## config.mk

```make
export PLATFORM = sky130hd
export DESIGN_NAME = simple_lane_unpacker
export DESIGN_NICKNAME = d
export VERILOG_FILES = /design/src/rtl/simple_lane_unpacker_pkg.sv /design/src/rtl/simple_lane_unpacker_lane_find_next.sv /design/src/rtl/simple_lane_unpacker.sv
export SDC_FILE = /design/constraint.sdc
export NUM_CORES = 1
export LEC_CHECK = 0
export CAP_MARGIN = 20
export CORE_MARGIN = 2
export CORE_UTILIZATION = 47
export DETAILED_ROUTE_END_ITERATION = 10
export PLACE_DENSITY = 0.75
export SLEW_MARGIN = 20
export SYNTH_ARGS = -nofsm -noshare
export SYNTH_HDL_FRONTEND = slang
export SYNTH_SLANG_ARGS = --single-unit
export TNS_END_PERCENT = 50
```

## constraint.sdc

```tcl
create_clock -name clk -period 1.95 [get_ports clk]
set_input_delay 0.39 -clock clk [delete_from_list [all_inputs] [get_ports clk]]
set_output_delay 0.39 -clock clk [all_outputs]
set_load 0.02 [all_outputs]
```

## src/rtl/simple_lane_unpacker_pkg.sv

```systemverilog
// Shared types and constants for the lane unpacker.
package simple_lane_pkg;

    localparam int DATA_WIDTH_DEF = 8;
    localparam int WORD_WIDTH_DEF = 32;

    typedef enum logic {
        IDLE = 1'b0,
        SEND = 1'b1
    } unpack_state_e;

    function automatic int num_lanes(input int word_w, input int data_w);
        return word_w / data_w;
    endfunction

endpackage

```

## src/rtl/simple_lane_unpacker_lane_find_next.sv

```systemverilog
// Priority encoder: finds the first non-zero lane at or above start, and
// reports whether another non-zero lane exists above the one found.
module lane_find_next #(
    parameter int DATA_WIDTH = 8,
    parameter int NUM_LANES  = 4,
    parameter int LANE_W     = 2
) (
    input  logic [NUM_LANES*DATA_WIDTH-1:0] word,
    input  logic [LANE_W:0]                 start,
    output logic [LANE_W-1:0]               idx,
    output logic                            found,
    output logic                            more_after
);

    // Scan lanes low to high; the first hit wins, any later hit sets more_after.
    always_comb begin
        idx        = '0;
        found      = 1'b0;
        more_after = 1'b0;
        for (int i = 0; i < NUM_LANES; i++) begin
            if ((i >= int'(start)) && (word[i*DATA_WIDTH +: DATA_WIDTH] != '0)) begin
                if (found) begin
                    more_after = 1'b1;
                end else begin
                    idx   = LANE_W'(i);
                    found = 1'b1;
                end
            end
        end
    end

endmodule

```

## src/rtl/simple_lane_unpacker.sv

```systemverilog
// Unpacks one WORD_WIDTH word into DATA_WIDTH lanes, lane 0 first, over
// valid/ready on both sides. One word in flight; a new word may be accepted
// on the cycle the last lane retires so consecutive words have no bubble.
// Optional feature macro: SIMPLE_LANE_UNPACKER_ZERO_SKIP_EN (skip all-zero lanes).
//
// state | meaning
// IDLE  | no word held, ready for input
// SEND  | word_q held, lane_q selects the lane on the output
module simple_lane_unpacker
    import simple_lane_pkg::*;
#(
    parameter  int DATA_WIDTH = DATA_WIDTH_DEF,
    parameter  int WORD_WIDTH = WORD_WIDTH_DEF,
    localparam int NUM_LANES  = num_lanes(WORD_WIDTH, DATA_WIDTH),
    localparam int LANE_W     = (NUM_LANES > 1) ? $clog2(NUM_LANES) : 1
) (
    input  logic                  clk,
    input  logic                  rst_n,
    input  logic                  in_valid,
    output logic                  in_ready,
    input  logic [WORD_WIDTH-1:0] in_word,
    output logic                  out_valid,
    input  logic                  out_ready,
    output logic [DATA_WIDTH-1:0] out_data,
    output logic [LANE_W-1:0]     out_lane,
    output logic                  out_last
);

    unpack_state_e         state_q, state_d;
    logic [WORD_WIDTH-1:0] word_q, word_d;
    logic [LANE_W-1:0]     lane_q, lane_d;

    logic                  out_hs;
    logic                  in_hs;
    logic                  last;
    logic [LANE_W-1:0]     load_idx;
    logic                  load_nonempty;
    logic [LANE_W-1:0]     adv_idx;

`ifdef SIMPLE_LANE_UNPACKER_ZERO_SKIP_EN
    logic adv_found;
    logic adv_more;
    logic load_more;
    logic unused_find;

    // First non-zero lane of the incoming word; none found means an empty word.
    lane_find_next #(
        .DATA_WIDTH (DATA_WIDTH),
        .NUM_LANES  (NUM_LANES),
        .LANE_W     (LANE_W)
    ) u_find_load (
        .word       (in_word),
        .start      ('0),
        .idx        (load_idx),
        .found      (load_nonempty),
        .more_after (load_more)
    );

    // Next non-zero lane above the current one; none found means this lane is last.
    lane_find_next #(
        .DATA_WIDTH (DATA_WIDTH),
        .NUM_LANES  (NUM_LANES),
        .LANE_W     (LANE_W)
    ) u_find_adv (
        .word       (word_q),
        .start      ({1'b0, lane_q} + (LANE_W+1)'(1)),
        .idx        (adv_idx),
        .found      (adv_found),
        .more_after (adv_more)
    );

    assign last        = !adv_found;
    assign unused_find = ^{load_more, adv_more};
`else
    assign load_idx      = '0;
    assign load_nonempty = 1'b1;
    assign adv_idx       = lane_q + LANE_W'(1);
    assign last          = (lane_q == LANE_W'(NUM_LANES - 1));
`endif

    assign out_valid = (state_q == SEND);
    assign out_lane  = lane_q;
    assign out_last  = out_valid && last;
    assign out_hs    = out_valid && out_ready;
    assign in_ready  = (state_q == IDLE) || (out_hs && last);
    assign in_hs     = in_valid && in_ready;

    // Lane select mux, driven purely from registers.
    always_comb begin
        out_data = '0;
        for (int i = 0; i < NUM_LANES; i++) begin
            if (lane_q == LANE_W'(i)) begin
                out_data = word_q[i*DATA_WIDTH +: DATA_WIDTH];
            end
        end
    end

    // Next-state: load on input handshake, advance on output handshake.
    always_comb begin
        state_d = state_q;
        word_d  = word_q;
        lane_d  = lane_q;
        case (state_q)
            IDLE: begin
                if (in_hs) begin
                    word_d  = in_word;
                    lane_d  = load_idx;
                    state_d = load_nonempty ? SEND : IDLE;
                end
            end
            SEND: begin
                if (out_hs) begin
                    if (!last) begin
                        lane_d = adv_idx;
                    end else if (in_hs) begin
                        word_d  = in_word;
                        lane_d  = load_idx;
                        state_d = load_nonempty ? SEND : IDLE;
                    end else begin
                        state_d = IDLE;
                    end
                end
            end
            default: state_d = IDLE;
        endcase
    end

    // State registers; reset discards any word in flight.
    always_ff @(posedge clk or negedge rst_n) begin
        if (!rst_n) begin
            state_q <= IDLE;
            word_q  <= '0;
            lane_q  <= '0;
        end else begin
            state_q <= state_d;
            word_q  <= word_d;
            lane_q  <= lane_d;
        end
    end

endmodule

```

### After elaboration in Yosys (flattened, before gate mapping)

Index checks and enable logic that the tools add are counted.

* logic and storage cells: 33
* output and inout bits: 13
* bits in registers: 35

* equality and inequality tests: 5
* bitwise operators: 1
* mux-type cells: 16
* $add $sub $neg: 1
* reductions and logical operators: 7

Operators with widths (number)
* 32-bit two-way mux: 3
* 32-bit case mux with 2 select lines: 1
* 8-bit two-way mux: 4
* 2-bit two-way mux: 3
* 2-bit equality test (second input constant): 2
* 1-bit logical AND: 4
* 2-bit by 1-bit != test with 1-bit output (second input constant): 2
* 2-bit case mux with 2 select lines: 1
* 1-bit two-way mux: 3
* 2-bit by 1-bit adder with 2-bit output (second input constant): 1
* 2-bit by 1-bit equality test with 1-bit output (second input constant): 1
* 2-bit logical NOT: 1
* 1-bit case mux with 2 select lines: 1
* 2-bit AND reduction: 1
* 1-bit logical OR: 1
* 1-bit NOT: 1

### Depth between registers and ports, before layout

Gate-level depths: netlist of run 1.

* word-level depth: 8
* mapped depth: 6
* gate-level depth less buffers: 5

### Worst setup path before layout of run 1

Ideal clock, no wire load.

* kind: register to output
* from: register lane_q[1] (netlist: out_lane[1])
* to: output out_data[6]
* required time: 1560 ps
* data arrival time: 1605 ps
* path buffers: 1
* slack: -45 ps
* stages on the path, launching flop included: 6
* path through: dfrtp_1 inv_1 ha_1 clkbuf_1 nand3b_1 a31oi_1

* cells in the longest elaborated chain, start to end: 5
* elaborated cells on any way between the ends: 8
* those cells by class: eq/ne: 3; mux: 4; reduce/logical: 1

Ends and longest elaborated chain
* from (decl): line simple_lane_unpacker.sv:31 `logic [LANE_W-1:0] lane_q, lane_d;`
* from (signal assigned): line simple_lane_unpacker.sv:137 `lane_q <= lane_d;`
* 2-bit logical NOT: line simple_lane_unpacker.sv:92 `if (lane_q == LANE_W'(i)) begin`
* 8-bit two-way mux (3 in a row): line simple_lane_unpacker.sv:92
* 8-bit two-way mux (*): line simple_lane_unpacker.sv:92
* to (decl): line simple_lane_unpacker.sv:24 `output logic [DATA_WIDTH-1:0] out_data,`

Mark *: on every way between the ends. The rest lies on a longest branch, timed or not.

### Worst setup path in the final report of run 1

* from: register lane_q[0] (netlist: out_lane[0])
* to: output out_data[6]

Same word-level chain as after synthesis.

==> results of run 1 <==
## metrics by stage
step	power, mW	setup slack, ns
floorplan	2.76	-0.0417
global placement	3.63	-0.437
detailed placement	3.70	-0.567
CTS	4.45	-0.109
global route	4.76	-0.160
finish	4.51	-0.0970
## where the power goes
group          switching (mW)  internal [mW]
sequential              0.275           1.10
clock                   0.246          0.322
combinational            1.12           1.45
total                    1.64           2.86
## cell families after synthesis
kind of cell	after synthesis
compound gates	21
simple gates	23
buf+inv	10
flops	35
mux	33
fa+ha+maj	4
## state kept, by name, indices dropped and copies added (netlist names)
register / count
word_q: 32
out_lane: 2
out_valid: 1
## cells in the final DEF (no fill, tap or decap), drive strengths merged, types with 4 or more instances in the layout
cell type | Yosys | final
a31oi | 8 | 8
dfrtp | 35 | 35
ha | 4 | 4
nand3b | 8 | 8
clkbuf | 2 | 8
mux2 | 32 | 32
nand2 | 9 | 9
o22ai | 8 | 8
buf | 4 | 29
clkdlybuf4s50 | 0 | 36
## worst max-delay path: cells and delay by family (launching register included)
kind | cells | cell delay, ns
flip-flops | 1 | 0.45
buffers and inverters | 2 | 0.27
adder cells (fa/ha/maj) | 1 | 0.14
AO/OA/AOI/OAI | 2 | 0.14
AND/OR/NAND/NOR | 1 | 0.37
## routing by layer
| metal | wire (um) | part of all wire |
|---|---|---|
| met1 | 1850 | 0.43 |
| met2 | 2160 | 0.50 |
| met3 | 251 | 0.058 |
| met4 | 34 | 0.0079 |
| met5 | 0 | 0 |
## final cells by class
type / instances / area [um2]
fill: 263 / 1010
timing repair buffer: 66 / 619
inverter: 4 / 16.3
clock buffer: 8 / 100
tap: 48 / 60.1
multi-input combinational: 81 / 951
sequential: 35 / 878
## worst paths after layout
| kind | startpoint | end | slack [ns] | cells past startpoint |
|---|---|---|---|---|
| setup / recovery | out_lane[0]$_DFFE_PN0N_ | out_data[6] | -0.1 | 6 |
| hold / removal | rst_n | word_q[21]$_DFFE_PN0P_ | 0.52 | 2 |
| setup reg to reg | out_lane[1]$_DFFE_PN0N_ | word_q[7]$_DFFE_PN0P_ | 0.08 | 7 |
| hold reg to reg | word_q[15]$_DFFE_PN0P_ | word_q[15]$_DFFE_PN0P_ | 0.52 | 1 |
| max in group asynchronous | rst_n | out_lane[1]$_DFFE_PN0N_ | 1.09 | 2 |
| min in group clk | word_q[15]$_DFFE_PN0P_ | word_q[15]$_DFFE_PN0P_ | 0.52 | 1 |
## repair_timing
action	CTS	global route
gates resized for setup	73	8
pin swaps	4	3
setup buffers	4	1
setup endpoints to repair	10	11
==> key figures, run 1 <==
Synth
  – Post-synth net total: 166
  – Post-synthesis mux area share: 0.274
  – Adder-cell share of the synthesized area: 0.0284
  – Number of synthesized flops with an enable pin: 0
  – Top cells by area, synth: dfrtp_1 50%, mux2_4 26%, nand3b_1 3.4%
  – Largest family of logic cells by synthesized area: multiplexers
  – Warnings, synthesis: 0
  – Yosys reg bits: 35
  – Syn Area/Cell: 14.0 um2
  – Largest area contributor in the netlist: dfrtp_1
  – Synthesized instance count: 126
  – Xor/xnor cell area share of the yosys netlist: 0
  – Yosys top cell area share: 0.497
  – Commonest cells in the netlist: 35 x dfrtp_1, 30 x mux2_4
  – Top FF cell, synth: dfrtp_1
  – Cell area after synthesis: 1760 um2
  – Post-synthesis simple-gate area fraction: 0.0788
  – Post-synthesis sequential area ratio: 0.497
  – Synth Area in Compound Gates: 0.0816
  – Synth cell types: 23
  – Most common cell in the netlist: dfrtp_1
  – Async set or reset register ratio after synthesis: 1.00

GRT
  – Global routing usage on met2: 0.370
  – GRT Residual Overflow: 0
  – First-pass GRT wire length: 7050 um
  – Initial antenna violation count: 0
  – GRT Total Usage: 0.221
  – Pin count of the biggest net entering global routing: 36
  – M1 GR Usage: 0.285
  – Met3 usage: 0.0634
  – Vias in the first global route: 1434
  – Gr busiest metal: met2

STA
  – Hold slack: 0.516 ns
  – Final setup viols: 8
  – Worst setup margin: -0.0970 ns
  – RSZ-0062 raised after global routing: true
  – Period utilization: 1.05
  – Relative slew slack: 0.713
  – Setup TNS: -0.623 ns
  – Final Hold Fails: 0
  – Final min period: 2.05 ns
  – Clock Skew: 0.00732 ns
  – Maximum clock frequency: 0.489 GHz
  – Fin. max-slew vios: 0
  – Worst slew pin tran: 0.430 ns

Floorplan
  – Chip width: 65.2 um
  – Boundary pin count: 49
  – Starting Density: 0.485
  – FP Rows: 22
  – Die area: 4260 um2
  – Die H: 65.2 um
  – Core region area: 3630 um2

Placement
  – Post-DP HPWL: 2990 um
  – Placed cell count: 230
  – Post-DP Area: 2400 um2
  – Port bufs: 48
  – Gpl congestion: 0.759

Clock tree
  – Skew-Pair Late Insertion Delay: 0.28 ns
  – CTS H-tree lvls: 2
  – Clock Path Buffers: 2
  – Reg clk slew, reported paths: 0.07 ns
  – CTS tree: done
  – Total CTS buffers: 5
  – Clock Tree Root: clkbuf_8
  – Cts hold-fix bufs: 0
  – Clock Sink Count: 35

Layout
  – Fin area: 2630 um2
  – Diodes inserted: 0
  – Fin cells: 242
  – Share of layout cells above drive strength 1: 0.474
  – Layout Utilization: 0.722
  – Syn-to-layout area delta: 48.9%
  – Nets: 233

Power and ir drop
  – Leakage: 1.22 nW
  – VDD IR max: 1.10 mV
  – Pwr dens: 1720 nW/um2

Route
  – Via-to-Cell Ratio: 5.26
  – Post-route ant nets: 0
  – DRC violations left: 0
  – TritonRoute pass-1 iters: 4
  – WL/cell: 17.7 um
  – Initial drt markers: 80
  – Vias: 1272
  – Wirelength, routed: 4290 um

Worst setup path
  – Startpoint Class: flip-flop
  – Worst-path fanout max: 4
  – Slowest-stage cell, CP: dfrtp_2
  – CP Class: flip-flop to output pin
  – WP data required: 1.56 ns
  – Worst Setup End Kind: output pin
  – Worst EP arrival: 1.66 ns
  – Max stage delay on crit path: 0.45 ns
  – Cells along the critical path: inv_2 -> ha_4 -> or3b_4 -> o21ai_2 -> a31oi_2 -> buf_4

Status
  – Failing checks: setup timing
  – Status: finished, violations left

Min path
  – Worst hold path class: primary input to async pin

Run
  – Max Cap Viol: 0
Note: power is estimated with default switching activity, not from simulation.
==> run 2, diff against run 1 <==
--- a/config.mk
+++ b/config.mk
@@ -7,9 +7,10 @@
 export LEC_CHECK = 0
 export CAP_MARGIN = 20
 export CORE_MARGIN = 2
-export CORE_UTILIZATION = 47
+export CORE_UTILIZATION = 43
 export DETAILED_ROUTE_END_ITERATION = 10
-export PLACE_DENSITY = 0.75
+export GPL_ROUTABILITY_DRIVEN = 0
+export PLACE_DENSITY = 0.72
 export SLEW_MARGIN = 20
 export SYNTH_ARGS = -nofsm -noshare
 export SYNTH_HDL_FRONTEND = slang
==> constraint.sdc (replaced) <==
create_clock -name clk -period 1.75 [get_ports clk]
set_input_delay 0.35 -clock clk [delete_from_list [all_inputs] [get_ports clk]]
set_output_delay 0.35 -clock clk [all_outputs]
set_load 0.02 [all_outputs]
==> run 2 against run 1 <==
Compared with the run above: the flow still finishes with violations (setup timing); first-iteration DRC count is 23% lower; final area is 11% higher; hold slack lost 0.027 ns; sequential power rose by 14%; clock skew decreased by 0.0023 ns; critical path depth is 1 lower; largest power group unchanged.
==> key figures, run 2 (synthesis results as in run 1) <==
STA
  – Maximum clock frequency: 0.497 GHz
  – Hold slack: 0.490 ns (-0.0265 ns)
  – Final min period: 2.01 ns
  – Clock Skew: 0.00504 ns (-0.00228 ns)
  – Relative slew slack: 0.700 (-0.0135)
  – Fin. max-slew vios: 0 (unchanged)
  – Period utilization: 1.15
  – RSZ-0062 raised after global routing: true
  – Final setup viols: 41 (+33)
  – Worst setup margin: -0.260 ns (-0.163 ns)
  – Final Hold Fails: 0 (unchanged)
  – Worst slew pin tran: 0.451 ns (+0.0202 ns)

Floorplan
  – FP Rows: 23 (+4.5%)
  – Chip width: 68.0 um (+4.3%)
  – Die area: 4630 um2 (+8.7%)
  – Die H: 68.0 um (+4.3%)
  – Core region area: 3970 um2 (+9.3%)
  – Boundary pin count: 49 (unchanged)
  – Starting Density: 0.444 (-0.0413)

Route
  – WL/cell: 18.9 um (+6.6%)
  – Via-to-Cell Ratio: 5.33 (+1.3%)
  – Post-route ant nets: 0 (unchanged)
  – Initial drt markers: 62 (-23%)
  – TritonRoute pass-1 iters: 4 (unchanged)
  – Vias: 1321 (+3.9%)
  – Wirelength, routed: 4690 um (+9.3%)
  – DRC violations left: 0 (unchanged)

Layout
  – Share of layout cells above drive strength 1: 0.510 (+0.0359)
  – Syn-to-layout area delta: 65.2%
  – Most common cell after layout, fill and taps aside: clkdlybuf4s50_1
  – Fin cells: 248 (+2.5%)
  – Diodes inserted: 0 (unchanged)
  – Number of flip-flops under the largest register name: 32 (unchanged)
  – Largest reg by FF count: word_q
  – Nets: 238 (+2.1%)
  – Commonest non-fill, non-tap cells in the layout: 35 x clkdlybuf4s50_1, 33 x dfrtp_1, 32 x mux2_4

Worst setup path
  – Critical Path Start: out_lane[1]$_DFFE_PN0N_
  – Worst-path fanout max: 7 (+3)
  – R2R cell count: 8 (+1)
  – WP data required: 1.40 ns (-0.16 ns)
  – Startpoint Class: flip-flop
  – Critical R2R Capture: word_q[26]$_DFFE_PN0P_
  – Crit path to: out_data[2]
  – Worst EP arrival: 1.66 ns (about the same)
  – Worst Setup End Kind: output pin
  – R2r startpoint: out_lane[1]$_DFFE_PN0N_
  – CP Class: flip-flop to output pin
  – R2r setup slk: -0.17 ns (-0.25 ns)

Clock tree
  – Total CTS buffers: 5 (unchanged)
  – Clock Tree Root: clkbuf_8
  – CTS tree: done
  – Clock Sink Count: 35 (unchanged)
  – Reg clk slew, reported paths: 0.07 ns (about the same)
  – Skew-Pair Late Insertion Delay: 0.28 ns (about the same)
  – Clock Path Buffers: 2 (unchanged)
  – Cts hold-fix bufs: 0 (unchanged)
  – CTS H-tree lvls: 2 (unchanged)

Power and ir drop
  – VDD IR max: 1.07 mV (-2.9%)
  – Leakage: 1.30 nW (+6.8%)
  – Pwr dens: 1940 nW/um2 (+13%)

GRT
  – Pin count of the biggest net entering global routing: 36 (unchanged)
  – GRT Residual Overflow: 0 (unchanged)
  – First-pass GRT wire length: 7240 um (+2.7%)
  – Initial antenna violation count: 0 (unchanged)
  – Vias in the first global route: 1448 (+0.98%)
  – GRT Total Usage: 0.219 (-0.00147)

Placement
  – Post-DP HPWL: 2910 um (-2.8%)
  – Placed cell count: 231 (+0.43%)
  – Port bufs: 48 (unchanged)

Min path
  – Worst hold path class: primary input to async pin

Status
  – Failing checks: setup timing
  – Status: finished, violations left

Run
  – Max Cap Viol: 0 (unchanged)
-- run 2: through the flow --
step                utilization  TNS, ns  worst slack [ns]  power [mW]  area, um2
finish                    0.733    -6.18            -0.260        5.66       2910
global route              0.733    -7.97            -0.316        5.91       2910
CTS                       0.721    -4.90            -0.242        5.52       2860
detailed placement        0.616    -9.31            -0.579        4.21       2450
global placement          0.616    -8.26            -0.576        4.14       2450
floorplan                     -   -0.196           -0.0285        3.23       1840
-- run 2: how the worst min path moves through the flow --
stage,end,depth (start not counted),slack [ns],startpoint
after floorplan,out_lane[0]$_DFFE_PN0N_,0,0.05,rst_n
after global placement,word_q[7]$_DFFE_PN0P_,1,0.49,word_q[7]$_DFFE_PN0P_
after detailed placement,word_q[14]$_DFFE_PN0P_,1,0.50,word_q[14]$_DFFE_PN0P_
after CTS,word_q[8]$_DFFE_PN0P_,2,0.51,rst_n
after global routing,word_q[8]$_DFFE_PN0P_,2,0.53,rst_n
final,word_q[30]$_DFFE_PN0P_,2,0.49,rst_n
-- run 2: per-layer routing --
metal,wire length (um),track usage,up-vias
li1,-,-,605
met5,0,0,-
met4,30,0.0650,0
met2,2400,0.377,43
met3,207,0.0444,5
met1,2060,0.277,668
-- run 2: final cells by class --
| cell class | instances | area (um2) |
|---|---|---|
| Timing Repair Buffer | 71 | 791 |
| Inverter | 4 | 22.5 |
| Sequential cell | 35 | 878 |
| Clock buffer | 7 | 76.3 |
| Fill cell | 231 | 1060 |
| Tap cell | 50 | 62.6 |
| Multi-Input combinational cell | 81 | 1080 |
-- run 2: worst max-delay path, cell delays in order, from the launching register on --
cell      delay, ns
dfrtp_2        0.46
ha_4           0.22
nand2b_4       0.25
o22ai_2        0.12
a31oi_2        0.15
buf_4          0.17
-- run 2: power by group --
group          switching [mW]  leakage [nW]  internal, mW  total (mW)
clock network           0.269        0.0383         0.274       0.543
logic                    1.51         0.845          2.04        3.55
registers               0.344         0.414          1.22        1.56
total                    2.12          1.30          3.54        5.66
-- run 2: timing repair --
action                                  CTS  global route
cloned                                    1             0
gates resized for setup                 105             5
setup buffers                             7             2
pin swaps                                 4             2
endpoints found under the setup margin   41            43
endpoints found under the hold margin     0             0
==> run 3, diff against run 2 <==
--- a/config.mk
+++ b/config.mk
@@ -6,11 +6,10 @@
 export NUM_CORES = 1
 export LEC_CHECK = 0
 export CAP_MARGIN = 20
-export CORE_MARGIN = 2
-export CORE_UTILIZATION = 43
+export CORE_UTILIZATION = 47
 export DETAILED_ROUTE_END_ITERATION = 10
 export GPL_ROUTABILITY_DRIVEN = 0
-export PLACE_DENSITY = 0.72
+export PLACE_DENSITY = 0.75
 export SLEW_MARGIN = 20
 export SYNTH_ARGS = -nofsm -noshare
 export SYNTH_HDL_FRONTEND = slang
==> constraint.sdc (replaced) <==
create_clock -name clk -period 2.2 [get_ports clk]
set_input_delay 0.44 -clock clk [delete_from_list [all_inputs] [get_ports clk]]
set_output_delay 0.44 -clock clk [all_outputs]
set_load 0.02 [all_outputs]
==> run 3 against run 2 <==
Compared with the run above: the flow now finishes without violations; critical endpoint unchanged; hold slack better by 0.025 ns; clock power is 27% higher; combinational power is 44% lower; clock-buffer cell count is 2 lower; register-to-register slack better by 0.59 ns; critical path depth stayed put; first-iteration DRC count is 19% lower; wire length is 20% lower; flip-flop and latch count stayed put; total power is 31% lower; clock skew hardly changed; sequential share of layout area is 4.3 points higher.
==> key figures, run 3 (synthesis results as in run 1) <==
Status
  – Status: finished, final reports clean

Route
  – TritonRoute pass-1 iters: 4 (unchanged)
  – Via-to-Cell Ratio: 5.22 (-1.9%)
  – WL/cell: 16.1 um (-15%)
  – Initial drt markers: 50 (-19%)
  – DRC violations left: 0 (unchanged)
  – Post-route ant nets: 0 (unchanged)
  – Vias: 1217 (-7.9%)
  – Wirelength, routed: 3740 um (-20%)

Clock tree
  – CTS tree: done
  – Clock Tree Root: clkbuf_8
  – Clock Path Buffers: 2 (unchanged)
  – Cts hold-fix bufs: 0 (unchanged)
  – Reg clk slew, reported paths: 0.07 ns (about the same)
  – CTS H-tree lvls: 2 (unchanged)
  – Clock Sink Count: 35 (unchanged)
  – Total CTS buffers: 5 (unchanged)
  – Skew-Pair Late Insertion Delay: 0.29 ns (about the same)

GRT
  – GRT Residual Overflow: 0 (unchanged)
  – First-pass GRT wire length: 6140 um (-15%)
  – Pin count of the biggest net entering global routing: 36 (unchanged)
  – Initial antenna violation count: 0 (unchanged)
  – Vias in the first global route: 1256 (-13%)
  – GRT Total Usage: 0.205 (-0.0145)

Layout
  – Diodes inserted: 0 (unchanged)
  – Nets: 226 (-5.0%)
  – Largest reg by FF count: word_q
  – Syn-to-layout area delta: 44.4%
  – Multi-input logic area: 905 um2 (-16%)
  – Layout Utilization: 0.734 (about the same)
  – Share of layout cells above drive strength 1: 0.406 (-0.104)
  – Fill cells: 242 (+4.8%)
  – Number of flip-flops under the largest register name: 32 (unchanged)
  – Commonest non-fill, non-tap cells in the layout: 38 x clkdlybuf4s50_1, 33 x dfrtp_1, 30 x mux2_4
  – Most common cell after layout, fill and taps aside: clkdlybuf4s50_1
  – Reg area: 878 um2 (unchanged)

Worst setup path
  – Critical Path Start: out_lane[1]$_DFFE_PN0N_
  – Slowest-stage cell, CP: dfrtp_2
  – Worst EP arrival: 1.76 ns (+0.10 ns)
  – R2r startpoint: out_lane[1]$_DFFE_PN0N_
  – Worst-path fanout max: 7 (unchanged)
  – Cells along the critical path: ha_4 -> nand2b_2 -> o22ai_1 -> a31oi_1 -> clkdlybuf4s15_1
  – WP data required: 1.76 ns (+0.36 ns)
  – Worst Setup End Kind: output pin
  – CP Class: flip-flop to output pin
  – Max stage delay on crit path: 0.46 ns (about the same)
  – Startpoint Class: flip-flop

Min path
  – Worst hold path class: flip-flop to flip-flop
  – Hold Crit Start: word_q[20]$_DFFE_PN0P_

Floorplan
  – Chip width: 63.2 um (-7.0%)
  – Core region area: 3470 um2 (-13%)
  – Die H: 63.2 um (-7.0%)
  – Boundary pin count: 49 (unchanged)
  – FP Rows: 21 (-8.7%)
  – Die area: 4000 um2 (-14%)
  – Starting Density: 0.508 (+0.0644)

STA
  – Final min period: 2.20 ns
  – Final Hold Fails: 0 (unchanged)
  – Fin. max-slew vios: 0 (unchanged)
  – RSZ-0062 raised after global routing: true
  – Clock Skew: 0.00519 ns (+0.000145 ns)
  – Worst slew pin tran: 0.429 ns (-0.0214 ns)
  – Relative slew slack: 0.714 (+0.0142)
  – Worst setup margin: 0.00382 ns (+0.264 ns)
  – Final setup viols: 0 (-100%)
  – Period utilization: 0.998
  – Maximum clock frequency: 0.455 GHz

Power and ir drop
  – VDD IR max: 0.762 mV (-29%)
  – Pwr dens: 1530 nW/um2 (-21%)
  – Leakage: 1.19 nW (-8.3%)

Placement
  – Port bufs: 48 (unchanged)
  – Setup slack at placement: -0.174 ns (+0.405 ns)
  – Post-DP HPWL: 2700 um (-7.0%)

Run
  – Max Cap Viol: 0 (unchanged)
run 3: cell count changes in the layout (fill, tap and decap cells not counted), moves of 3 or more:
cell,change
o22ai_4,-3
clkbuf_2,+3
clkdlybuf4s50_1,+3
buf_12,-5
buf_6,-12
o22ai_1,+3
a31oi_1,+8
buf_8,-3
a31oi_4,-6
run 3: routing by layer:
layer	GRT usage	up-vias	wire length, um
met1	0.271	602	1700
met2	0.319	38	1860
met4	0.0597	0	27
met5	0	-	0
li1	-	573	-
met3	0.0688	4	158
run 3: power by group:
group | internal [mW] | switching, mW
Combinational | 1.11 | 0.887
Clock | 0.452 | 0.238
Sequential | 0.971 | 0.241
run 3: critical path: cells and delay by family (launching register included):
| family | cells | cell delay [ns] |
|---|---|---|
| buffers and inverters | 1 | 0.30 |
| DFF | 1 | 0.46 |
| and+or+nand+nor | 1 | 0.26 |
| AOI/OAI and AO/OA | 2 | 0.24 |
| adders and majority gates | 1 | 0.20 |
run 3: cell type report:
class / count / area share
multi-input cells: 81 / 0.355
flip-flops and latches: 35 / 0.345
repair buffers: 59 / 0.216
clock buffers: 5 / 0.0270
clock inverters: 3 / 0.0265
well taps: 46 / 0.0226
inverters: 4 / 0.00737
run 3: worst paths after layout:
check / end / slack, ns / cells past startpoint
min in group asynchronous: word_q[22]$_DFFE_PN0P_ / 0.56 / 2
max in group asynchronous: out_lane[0]$_DFFE_PN0N_ / 1.30 / 2
worst min-delay path: word_q[20]$_DFFE_PN0P_ / 0.51 / 1
worst max-delay path: out_data[2] / 0.004 / 5
worst max register to register: word_q[8]$_DFFE_PN0P_ / 0.42 / 6
worst min register to register: word_q[20]$_DFFE_PN0P_ / 0.51 / 1
run 3: timing repair:
item                                    in CTS  in global routing
gates resized for setup                     40                 18
buffers inserted                             1                  0
endpoints found under the setup margin      10                  8
run 3: metrics by stage:
| stage | std cells | total power, mW | hold WS, ns | cell area, um2 | TNS [ns] |
|---|---|---|---|---|---|
| floorplan | 126 | 2.39 | 0.144 | 1760 | 0 |
| global placement | 224 | 3.09 | 0.493 | 2330 | -1.02 |
| detailed placement | 224 | 3.14 | 0.495 | 2330 | -1.22 |
| CTS | 233 | 3.88 | 0.517 | 2530 | -0.251 |
| global route | 233 | 4.10 | 0.529 | 2550 | -0.251 |
| finish | 233 | 3.89 | 0.515 | 2550 | 0 |
